$ cat src/rtl/bin2bcd_seq_if.sv
// Port bundle for the iterative binary-to-BCD converter.
// The requester drives start/bin; the converter returns busy/done/bcd/ovf and exposes its FSM state.
interface bin2bcd_seq_if #(
   parameter int WIDTH  = 16,
   parameter int DIGITS = 5
);
   // Handshake: start is a request that is accepted only on an edge where the
   // converter is idle (busy=0, done=0); requests at any other time are dropped.
   // done is a one-cycle valid for bcd/ovf with no ready; the result then holds
   // until the next done.
   logic                  start;
   logic [WIDTH-1:0]      bin;
   logic                  busy;
   logic                  done;
   logic [4*DIGITS-1:0]   bcd;
   logic                  ovf;
   logic [1:0]            state_dbg;

   modport master (
      output start, bin,
      input  busy, done, bcd, ovf, state_dbg
   );

   modport slave (
      input  start, bin,
      output busy, done, bcd, ovf, state_dbg
   );
endinterface

$ cat src/rtl/bin2bcd_seq.sv
// Iterative shift-add-3 binary-to-BCD converter: one iteration per clock,
// registered packed-BCD result with sticky overflow and a one-cycle done strobe.
module bin2bcd_seq #(
   parameter int WIDTH  = 16,
   parameter int DIGITS = 5
) (
   input  logic          clk,
   input  logic          rst,
   bin2bcd_seq_if.slave  io
);

   localparam int CW = (WIDTH > 1) ? $clog2(WIDTH) : 1;
   localparam int BW = 4 * DIGITS;

   typedef enum logic [1:0] {
      IDLE = 2'd0,
      CONV = 2'd1,
      DONE = 2'd2
   } state_t;

   state_t           state;
   state_t           state_nxt;

   logic [WIDTH-1:0] shreg;
   logic [BW-1:0]    scratch;
   logic [BW-1:0]    adj;
   logic [BW-1:0]    shifted;
   logic [CW-1:0]    cnt;
   logic             sticky;
   logic             carry;
   logic             last;
   logic [BW-1:0]    bcd_q;
   logic             ovf_q;

   // One double-dabble step: correct every digit, then shift the next binary bit in.
   always_comb begin
      adj = scratch;
      for (int i = 0; i < DIGITS; i++) begin
         if (scratch[4*i +: 4] >= 4'd5) begin
            adj[4*i +: 4] = scratch[4*i +: 4] + 4'd3;
         end
      end
      shifted = {adj[BW-2:0], shreg[WIDTH-1]};
      carry   = adj[BW-1];
      last    = (cnt == CW'(WIDTH - 1));
   end

   always_ff @(posedge clk or posedge rst) begin
      if (rst) begin
         state <= IDLE;
      end else begin
         state <= state_nxt;
      end
   end

   always_comb begin
      state_nxt = state;
      case (state)
         IDLE:    if (io.start) state_nxt = CONV;
         CONV:    if (last)     state_nxt = DONE;
         DONE:    state_nxt = IDLE;
         default: state_nxt = IDLE;
      endcase
   end

   // A carry out of the top digit means the running value passed 10^DIGITS-1;
   // the low digits stay correct modulo 10^DIGITS, so it is only remembered.
   always_ff @(posedge clk or posedge rst) begin
      if (rst) begin
         shreg   <= '0;
         scratch <= '0;
         cnt     <= '0;
         sticky  <= 1'b0;
         bcd_q   <= '0;
         ovf_q   <= 1'b0;
      end else begin
         case (state)
            IDLE: begin
               if (io.start) begin
                  shreg   <= io.bin;
                  scratch <= '0;
                  cnt     <= '0;
                  sticky  <= 1'b0;
               end
            end
            CONV: begin
               shreg   <= shreg << 1;
               scratch <= shifted;
               sticky  <= sticky | carry;
               cnt     <= cnt + CW'(1);
               if (last) begin
                  bcd_q <= shifted;
                  ovf_q <= sticky | carry;
               end
            end
            default: ;
         endcase
      end
   end

   assign io.busy      = (state == CONV);
   assign io.done      = (state == DONE);
   assign io.bcd       = bcd_q;
   assign io.ovf       = ovf_q;
   assign io.state_dbg = state;

endmodule

$ cat src/flat_wrapper.sv
// flat-port wrapper written by rule: the top's interface ports become plain ports
module bin2bcd_seq_flat 
#(
   parameter int WIDTH  = 16,
   parameter int DIGITS = 5
)
  (clk, rst, io_start, io_bin, io_busy, io_done, io_bcd, io_ovf, io_state_dbg);
  bin2bcd_seq_if #(.WIDTH(WIDTH), .DIGITS(DIGITS)) io_i ();
  input  logic clk;
  input  logic rst;
  input wire logic [$bits(io_i.start)-1:0] io_start;
  input wire logic [$bits(io_i.bin)-1:0] io_bin;
  output wire logic [$bits(io_i.busy)-1:0] io_busy;
  output wire logic [$bits(io_i.done)-1:0] io_done;
  output wire logic [$bits(io_i.bcd)-1:0] io_bcd;
  output wire logic [$bits(io_i.ovf)-1:0] io_ovf;
  output wire logic [$bits(io_i.state_dbg)-1:0] io_state_dbg;
  assign io_i.start = io_start;
  assign io_i.bin = io_bin;
  assign io_busy = io_i.busy;
  assign io_done = io_i.done;
  assign io_bcd = io_i.bcd;
  assign io_ovf = io_i.ovf;
  assign io_state_dbg = io_i.state_dbg;
  bin2bcd_seq #(.WIDTH(WIDTH), .DIGITS(DIGITS)) u_core (.clk(clk), .rst(rst), .io(io_i));
endmodule
$ cat config.mk
export PLATFORM = sky130hd
export DESIGN_NAME = bin2bcd_seq_flat
export DESIGN_NICKNAME = d
export VERILOG_FILES = /design/src/rtl/bin2bcd_seq_if.sv /design/src/rtl/bin2bcd_seq.sv /design/src/flat_wrapper.sv
export SDC_FILE = /design/constraint.sdc
export NUM_CORES = 1
export LEC_CHECK = 0
export CORE_MARGIN = 10
export CORE_UTILIZATION = 58
export DETAILED_ROUTE_END_ITERATION = 10
export GPL_ROUTABILITY_DRIVEN = 0
export PLACE_DENSITY = 0.82
export SYNTH_ARGS = -nofsm -noshare
export SYNTH_HDL_FRONTEND = slang
export SYNTH_SLANG_ARGS = --single-unit
$ cat constraint.sdc
create_clock -name clk -period 6.8 [get_ports clk]
set_clock_uncertainty 0.2 [all_clocks]
set_input_delay 1.36 -clock clk [delete_from_list [all_inputs] [get_ports clk]]
set_output_delay 1.36 -clock clk [all_outputs]
set_load 0.02 [all_outputs]
==> flow_metrics.py, run 1 <==
metrics = {
    "power": {
        "sequentialPowerShare_pct": 38.3,
        "clock_power_share_pct": 16.7,
        "worst_ir_drop_vdd_uv": 244.3,
        "p_switching_mw": 0.7281,
        "power.switching_fraction_pct": 40.03,
        "cellInternalPower_mw": 1.091,
        "p_leak_nw": 1.640,
        "combinational_power_share_pct": 45.0,
        "cellPowerDensity_nw_per_um2": 486.9,
    },
    "floorplanning": {
        "start_util_pct": 60.30,
        "floorplan.rows": 26,
        "die-area_um2": 8711,
        "top_level_ports": 44,
        "die-height_um": 93.34,
        "core_ar_um2": 5172,
        "die_width_um": 93.34,
    },
    "sta": {
        "finalWorstPathRequiredPeriod_ps": 4458,
        "hold_viol_final": 0,
        "postLayoutSetupSlackWorst_ps": 2342,
        "finalSetupTns_ps": 0,
        "tightestPinTransition_ps": 1069,
        "post-route-period-util_pct": 65.55,
        "worst_slew_margin_pct": 28.71,
        "finalSetupViolCount": 0,
        "final-max-slew-violation-count": 0,
        "rsz_0062_raised_after_global_routing": "no",
        "timing.fmax_ghz": 0.2243,
    },
    "yosys": {
        "post-synth-top-area-cell": "sky130_fd_sc_hd__dfrtp_1",
        "async_flop_share_pct": 100.0,
        "part_of_the_yosys_area_used_for_sequential_elements_pct": 51.34,
        "netlist_instances": 314,
        "ys_top_cells_by_area": "sky130_fd_sc_hd__dfrtp_1, sky130_fd_sc_hd__o21ai_0, sky130_fd_sc_hd__a21oi_1",
        "synth_cell_type_count": 34,
        "dominantRegCellSynth": "sky130_fd_sc_hd__dfrtp_1",
        "post_synth_instance_area_um2": 3119,
        "post_synth_edffs": 0,
        "synth.top_cell.area_share_pct": 51.34,
        "yosysWarningCount": 0,
        "synth_most_common_cell": "sky130_fd_sc_hd__dfrtp_1",
        "ys_ff_latch": 64,
        "synth_nets": 344,
        "synth_area_per_cell_um2": 9.934,
        "netlist_top_cells_count": "sky130_fd_sc_hd__dfrtp_1, sky130_fd_sc_hd__o21ai_0, sky130_fd_sc_hd__nand2_1",
    },
    "drt": {
        "route.antenna.remaining_nets": 0,
        "number_of_drc_violations_after_detailed_routing": 0,
        "detailedRoute.firstIterationViolations": 103,
        "first_pass_iters": 4,
        "avgRoutedWirePerCell_um": 15.17,
        "postRouteWirelength_um": 6491,
        "detailroute.via_count": 2414,
        "via_per_inst": 5.640,
    },
    "clock_tree": {
        "cts.reportedPaths.clkPinSlew_ps": 70,
        "htreeDepth": 3,
        "cts_sinks": 64,
        "cts-resized-gates": 0,
        "cts.repair_timing.setup_buffer_count": 0,
        "clk_latency_ps": 350,
        "clock_path_buffers": 2,
        "cts_inserted_buffers": 9,
        "cts_tree": "yes",
        "post_cts_hold_fix_bufs": 0,
        "clockRootBuffer": "sky130_fd_sc_hd__clkbuf_8",
    },
    "critical_path": {
        "worst-path-max-fanout": 28,
        "startpoint_types": "flop",
        "arrival_ps": 2900,
        "end_kind": "output port",
        "r2r-end": "u_core.io.bcd[14]",
        "cp-startpoint": "u_core.io.state_dbg[0]",
        "critical_path_required_ps": 5240,
        "r2r-start": "u_core.io.state_dbg[1]",
        "worst_r2r_path_depth": 4,
        "crit_type": "reg -> out",
        "reg2reg_setup_slack_ps": 3680,
    },
    "worst_hold_path": {
        "worst_hold_path_type": "reg -> reg",
        "min-delay-start": "u_core.io.bcd[0]",
        "whs_path_depth": 2,
        "hold-path-endpoint": "u_core.io.bcd[0]",
    },
    "global_route": {
        "sum_of_overflow_across_all_layers_after_global_routing": 0,
        "vias_in_the_first_global_route": 2402,
        "track_usage_pct": 15.87,
        "global_route_wire_length_before_repair_um": 11120,
        "number_of_antenna_violations_at_the_first_check_in_global_routing": 0,
        "grt_max_degree": 65,
    },
    "final_layout": {
        "non_filler_cells_final": 428,
        "ratio_of_cells_with_drive_above_1_in_the_final_layout_pct": 7.263,
        "stdcell_area_um2": 3735,
        "num_antenna_cells": 0,
        "num-nets-final": 383,
        "area_growth_syn_to_layout_pct": 19.74,
    },
    "placed_design": {
        "place_worst_setup_slack_ps": 2699,
        "port_buffers": 43,
        "dp_hpwl_um": 4362,
        "placement.cell_area_um2": 3551,
        "dp.cells": 412,
    },
    "run_status": {
        "outcome": "completed",
    },
    "flow_run": {
        "cap_violations": 0,
    },
}
-- layout make-up --
| type | count | area (um^2) |
|---|---|---|
| clock buffer | 13 | 168.9 |
| clock inverter | 3 | 15.01 |
| fill | 394 | 1438 |
| inverter | 13 | 53.80 |
| multi-input combinational | 221 | 1370 |
| sequential | 64 | 1602 |
| tap | 70 | 87.58 |
| timing repair buffer | 44 | 437.9 |
-- metal layers --
metal	track usage [%]	part of all wire [%]
met3	6.475	7.7
met1	19.42	44
met5	0	0
met4	7.584	1.7
met2	23.78	46
-- metrics by stage --
| stage | hold WS [ps] | power (mW) | utilization, % |
|---|---|---|---|
| finish | 274.3 | 1.819 | 72.21 |
| global route | 306.1 | 1.976 | 72.21 |
| CTS | 279.8 | 1.832 | 72.21 |
| detailed placement | 262.8 | 1.525 | 68.65 |
| global placement | 259.2 | 1.487 | 68.65 |
| floorplan | 259.1 | 1.262 | - |
-- how the worst max path moves through the flow --
stage	slack (ps)	end	cells after the start
after CTS	2330	io_busy	3
after floorplan	3640	u_core.cnt[0]	1
after global placement	2730	io_busy	3
after detailed placement	2700	io_busy	3
after global routing	2130	io_busy	3
final	2340	io_busy	3
-- sequential cells by signal (all words and copies together) (netlist names) --
name                 count
u_core.io.state_dbg      2
u_core.io.ovf            1
u_core.shreg            16
u_core.sticky            1
u_core.cnt               4
u_core.io.bcd           20
u_core.scratch          20
-- power groups by stage --
| stage | sequential, mW | combinational [mW] | clock (mW) |
|---|---|---|---|
| 2_1_floorplan | 0.728 | 0.534 | 0 |
| 3_3_place_gp | 0.695 | 0.793 | 0 |
| 3_5_place_dp | 0.700 | 0.825 | 0 |
| 4_1_cts | 0.695 | 0.829 | 0.308 |
| 5_1_grt | 0.722 | 0.928 | 0.326 |
| 6_report | 0.696 | 0.819 | 0.304 |
-- layout by cell type, fill, tap and decap left out, drive strengths merged --
cell,instances
mux2,6
nand2,33
o21ai,52
mux2i,5
and2b,1
nor3,6
clkdlybuf4s50,43
clkinv,4
nor3b,8
a22oi,14
inv,12
a41oi,1
ha,11
a22o,9
nor2b,16
nor2,7
clkbuf,13
a21oi,30
dfrtp,64
or2,1
nand3,5
a31oi,2
o21bai,1
a21o,1
buf,1
xnor2,5
and3b,1
nand2b,6
-- critical path, cell delays in order, from the launching register on --
cell and delay (ps):
sky130_fd_sc_hd__dfrtp_1 740, sky130_fd_sc_hd__nand2b_1 540, sky130_fd_sc_hd__inv_2 560, sky130_fd_sc_hd__clkdlybuf4s50_1 710
-- logic make-up (layout without fill, tap and decap cells) --
logic type,Yosys count,count (layout),share of synthesized area [%]
AO/OA/AOI/OAI,110,110,20.34
AND/OR/NAND/NOR,84,84,13.64
flip-flops,64,64,51.34
buffers and inverters,29,73,4.733
adder cells (fa/ha/maj),11,11,4.412
multiplexers,11,11,4.131
XOR/XNOR,5,5,1.404
Power figures use the tool's default switching activity.
==> run 2, diff against run 1 <==
Settings changed: CORE_UTILIZATION 58 to 54, PLACE_DENSITY 0.82 to 0.77.
Clock period 6.8 ns to 4.4 ns, I/O delays scaled along.
==> flow_metrics.py, run 2 (synthesis gave the netlist of run 1 again) <==
metrics = {
    "run_status": {
        "outcome": "completed",
    },
    "clock_tree": {
        "clock_path_buffers": 2,
        "cts_inserted_buffers": 9,
        "cts_sinks": 64,
        "cts-resized-gates": 0,
        "post_cts_hold_fix_bufs": 0,
        "clockRootBuffer": "sky130_fd_sc_hd__clkbuf_8",
        "cts.repair_timing.setup_buffer_count": 0,
        "clk_latency_ps": 330,
        "htreeDepth": 3,
        "cts_tree": "yes",
        "cts.reportedPaths.clkPinSlew_ps": 70,
    },
    "floorplanning": {
        "start_util_pct": 56.30,
        "core_ar_um2": 5540,
        "die_width_um": 96,
        "die-area_um2": 9216,
        "die-height_um": 96,
        "top_level_ports": 44,
        "floorplan.rows": 27,
    },
    "worst_hold_path": {
        "worst_hold_path_type": "reg -> reg",
        "whs_path_depth": 2,
    },
    "critical_path": {
        "critical_path.n_buffers_inverters": 3,
        "reg2reg_setup_slack_ps": 1960,
        "cpMaxStageDelayCell": "sky130_fd_sc_hd__dfrtp_1",
        "cp_slowest_stage_delay_ps": 780,
        "worstPathCellList": "nand2b_1 > buf_4 > inv_2 > clkdlybuf4s50_1",
        "startpoint_types": "flop",
        "arrival_ps": 2120,
        "path_depth": 4,
        "crit_type": "reg -> out",
        "end_kind": "output port",
        "worst-path-max-fanout": 22,
        "worst_r2r_path_depth": 6,
        "critical_path_required_ps": 3320,
        "cell_class_contributing_the_biggest_share_of_worst_path_delay": "buffers and inverters",
    },
    "drt": {
        "detailroute.via_count": 2451,
        "route.antenna.remaining_nets": 0,
        "via_per_inst": 5.622,
        "postRouteWirelength_um": 6430,
        "first_pass_iters": 4,
        "detailedRoute.firstIterationViolations": 128,
        "number_of_drc_violations_after_detailed_routing": 0,
        "avgRoutedWirePerCell_um": 14.75,
    },
    "sta": {
        "tightestPinTransition_ps": 784.7,
        "finalWorstPathRequiredPeriod_ps": 3204,
        "final-max-slew-violation-count": 0,
        "finalSetupTns_ps": 0,
        "rsz_0062_raised_after_global_routing": "no",
        "worst_slew_margin_pct": 47.61,
        "finalSetupViolCount": 0,
        "hold_viol_final": 0,
        "post-route-period-util_pct": 72.82,
        "timing.fmax_ghz": 0.3121,
        "hold-worst-slack_ps": 277.4,
    },
    "global_route": {
        "sum_of_overflow_across_all_layers_after_global_routing": 0,
        "global_route_wire_length_before_repair_um": 10810,
        "number_of_antenna_violations_at_the_first_check_in_global_routing": 0,
        "grt_max_degree": 40,
        "global_route.usage.met2_pct": 23.21,
        "globalRoute.busiestLayer": "met2",
        "global_route.usage.met3_pct": 4.358,
        "vias_in_the_first_global_route": 2340,
        "grtUsageMet1_pct": 18.81,
        "track_usage_pct": 14.79,
    },
    "power": {
        "p_leak_nw": 1.669,
        "post-layout-total-power_mw": 2.830,
        "cellPowerDensity_nw_per_um2": 748.1,
        "worst_ir_drop_vdd_uv": 472.2,
    },
    "final_layout": {
        "final_cell_mix": "sky130_fd_sc_hd__dfrtp_1, sky130_fd_sc_hd__o21ai_0, sky130_fd_sc_hd__clkdlybuf4s50_1, sky130_fd_sc_hd__nand2_1, sky130_fd_sc_hd__a21oi_1",
        "fillers": 437,
        "ratio_of_cells_with_drive_above_1_in_the_final_layout_pct": 8.791,
        "num_antenna_cells": 0,
        "layout.cells.most_common": "sky130_fd_sc_hd__dfrtp_1",
        "area_growth_syn_to_layout_pct": 21.26,
        "num-nets-final": 389,
    },
    "placed_design": {
        "dp_hpwl_um": 4488,
        "port_buffers": 43,
    },
    "flow_run": {
        "cap_violations": 0,
    },
}
-- run 2: worst paths after layout --
check	from	end
worst max-delay path	u_core.io.state_dbg[1]	io_busy
worst min-delay path	u_core.io.bcd[16]	u_core.io.bcd[16]
worst max register to register	u_core.io.state_dbg[1]	u_core.io.bcd[6]
worst min register to register	u_core.io.bcd[16]	u_core.io.bcd[16]
max in group asynchronous	rst	u_core.shreg[14]
min in group asynchronous	rst	u_core.scratch[15]
-- run 2: area by class of cell --
cell class / count / area [um^2] / share of cell area [%]
flip-flops and latches: 64 / 1602 / 42.34
multi-input cells: 221 / 1370 / 36.22
repair buffers: 50 / 483.0 / 12.77
clock buffers: 13 / 168.9 / 4.466
well taps: 72 / 90.09 / 2.382
inverters: 13 / 53.80 / 1.422
clock inverters: 3 / 15.01 / 0.3970
-- run 2: metal layers --
metal	wire length, um	up-vias
li1	-	1192
met1	2921	1200
met2	3090	49
met3	328	10
met4	89	0
met5	0	-
-- run 2: worst register-to-register path, delay by kind of cell, from the launching register on --
family        cells  cell delay [ps]
flops             1              780
buf+inv           3              690
mux               1              340
simple gates      2              330
-- run 2: metrics by stage --
stage	setup slack, ps	utilization, %	cells	instance area (um^2)
3_5_place_dp	1495	64.95	420	3598
6_report	1196	68.27	436	3782
2_1_floorplan	1722	-	314	3119
5_1_grt	1040	68.27	436	3782
4_1_cts	1165	68.27	436	3782
3_3_place_gp	1557	64.95	420	3598
-- run 2: power by group --
part	internal (mW)	switching (mW)	leakage (nW)
Sequential	0.849	0.209	0.815
Clock	0.248	0.214	0.0992
Combinational	0.612	0.698	0.754
Total	1.71	1.12	1.67
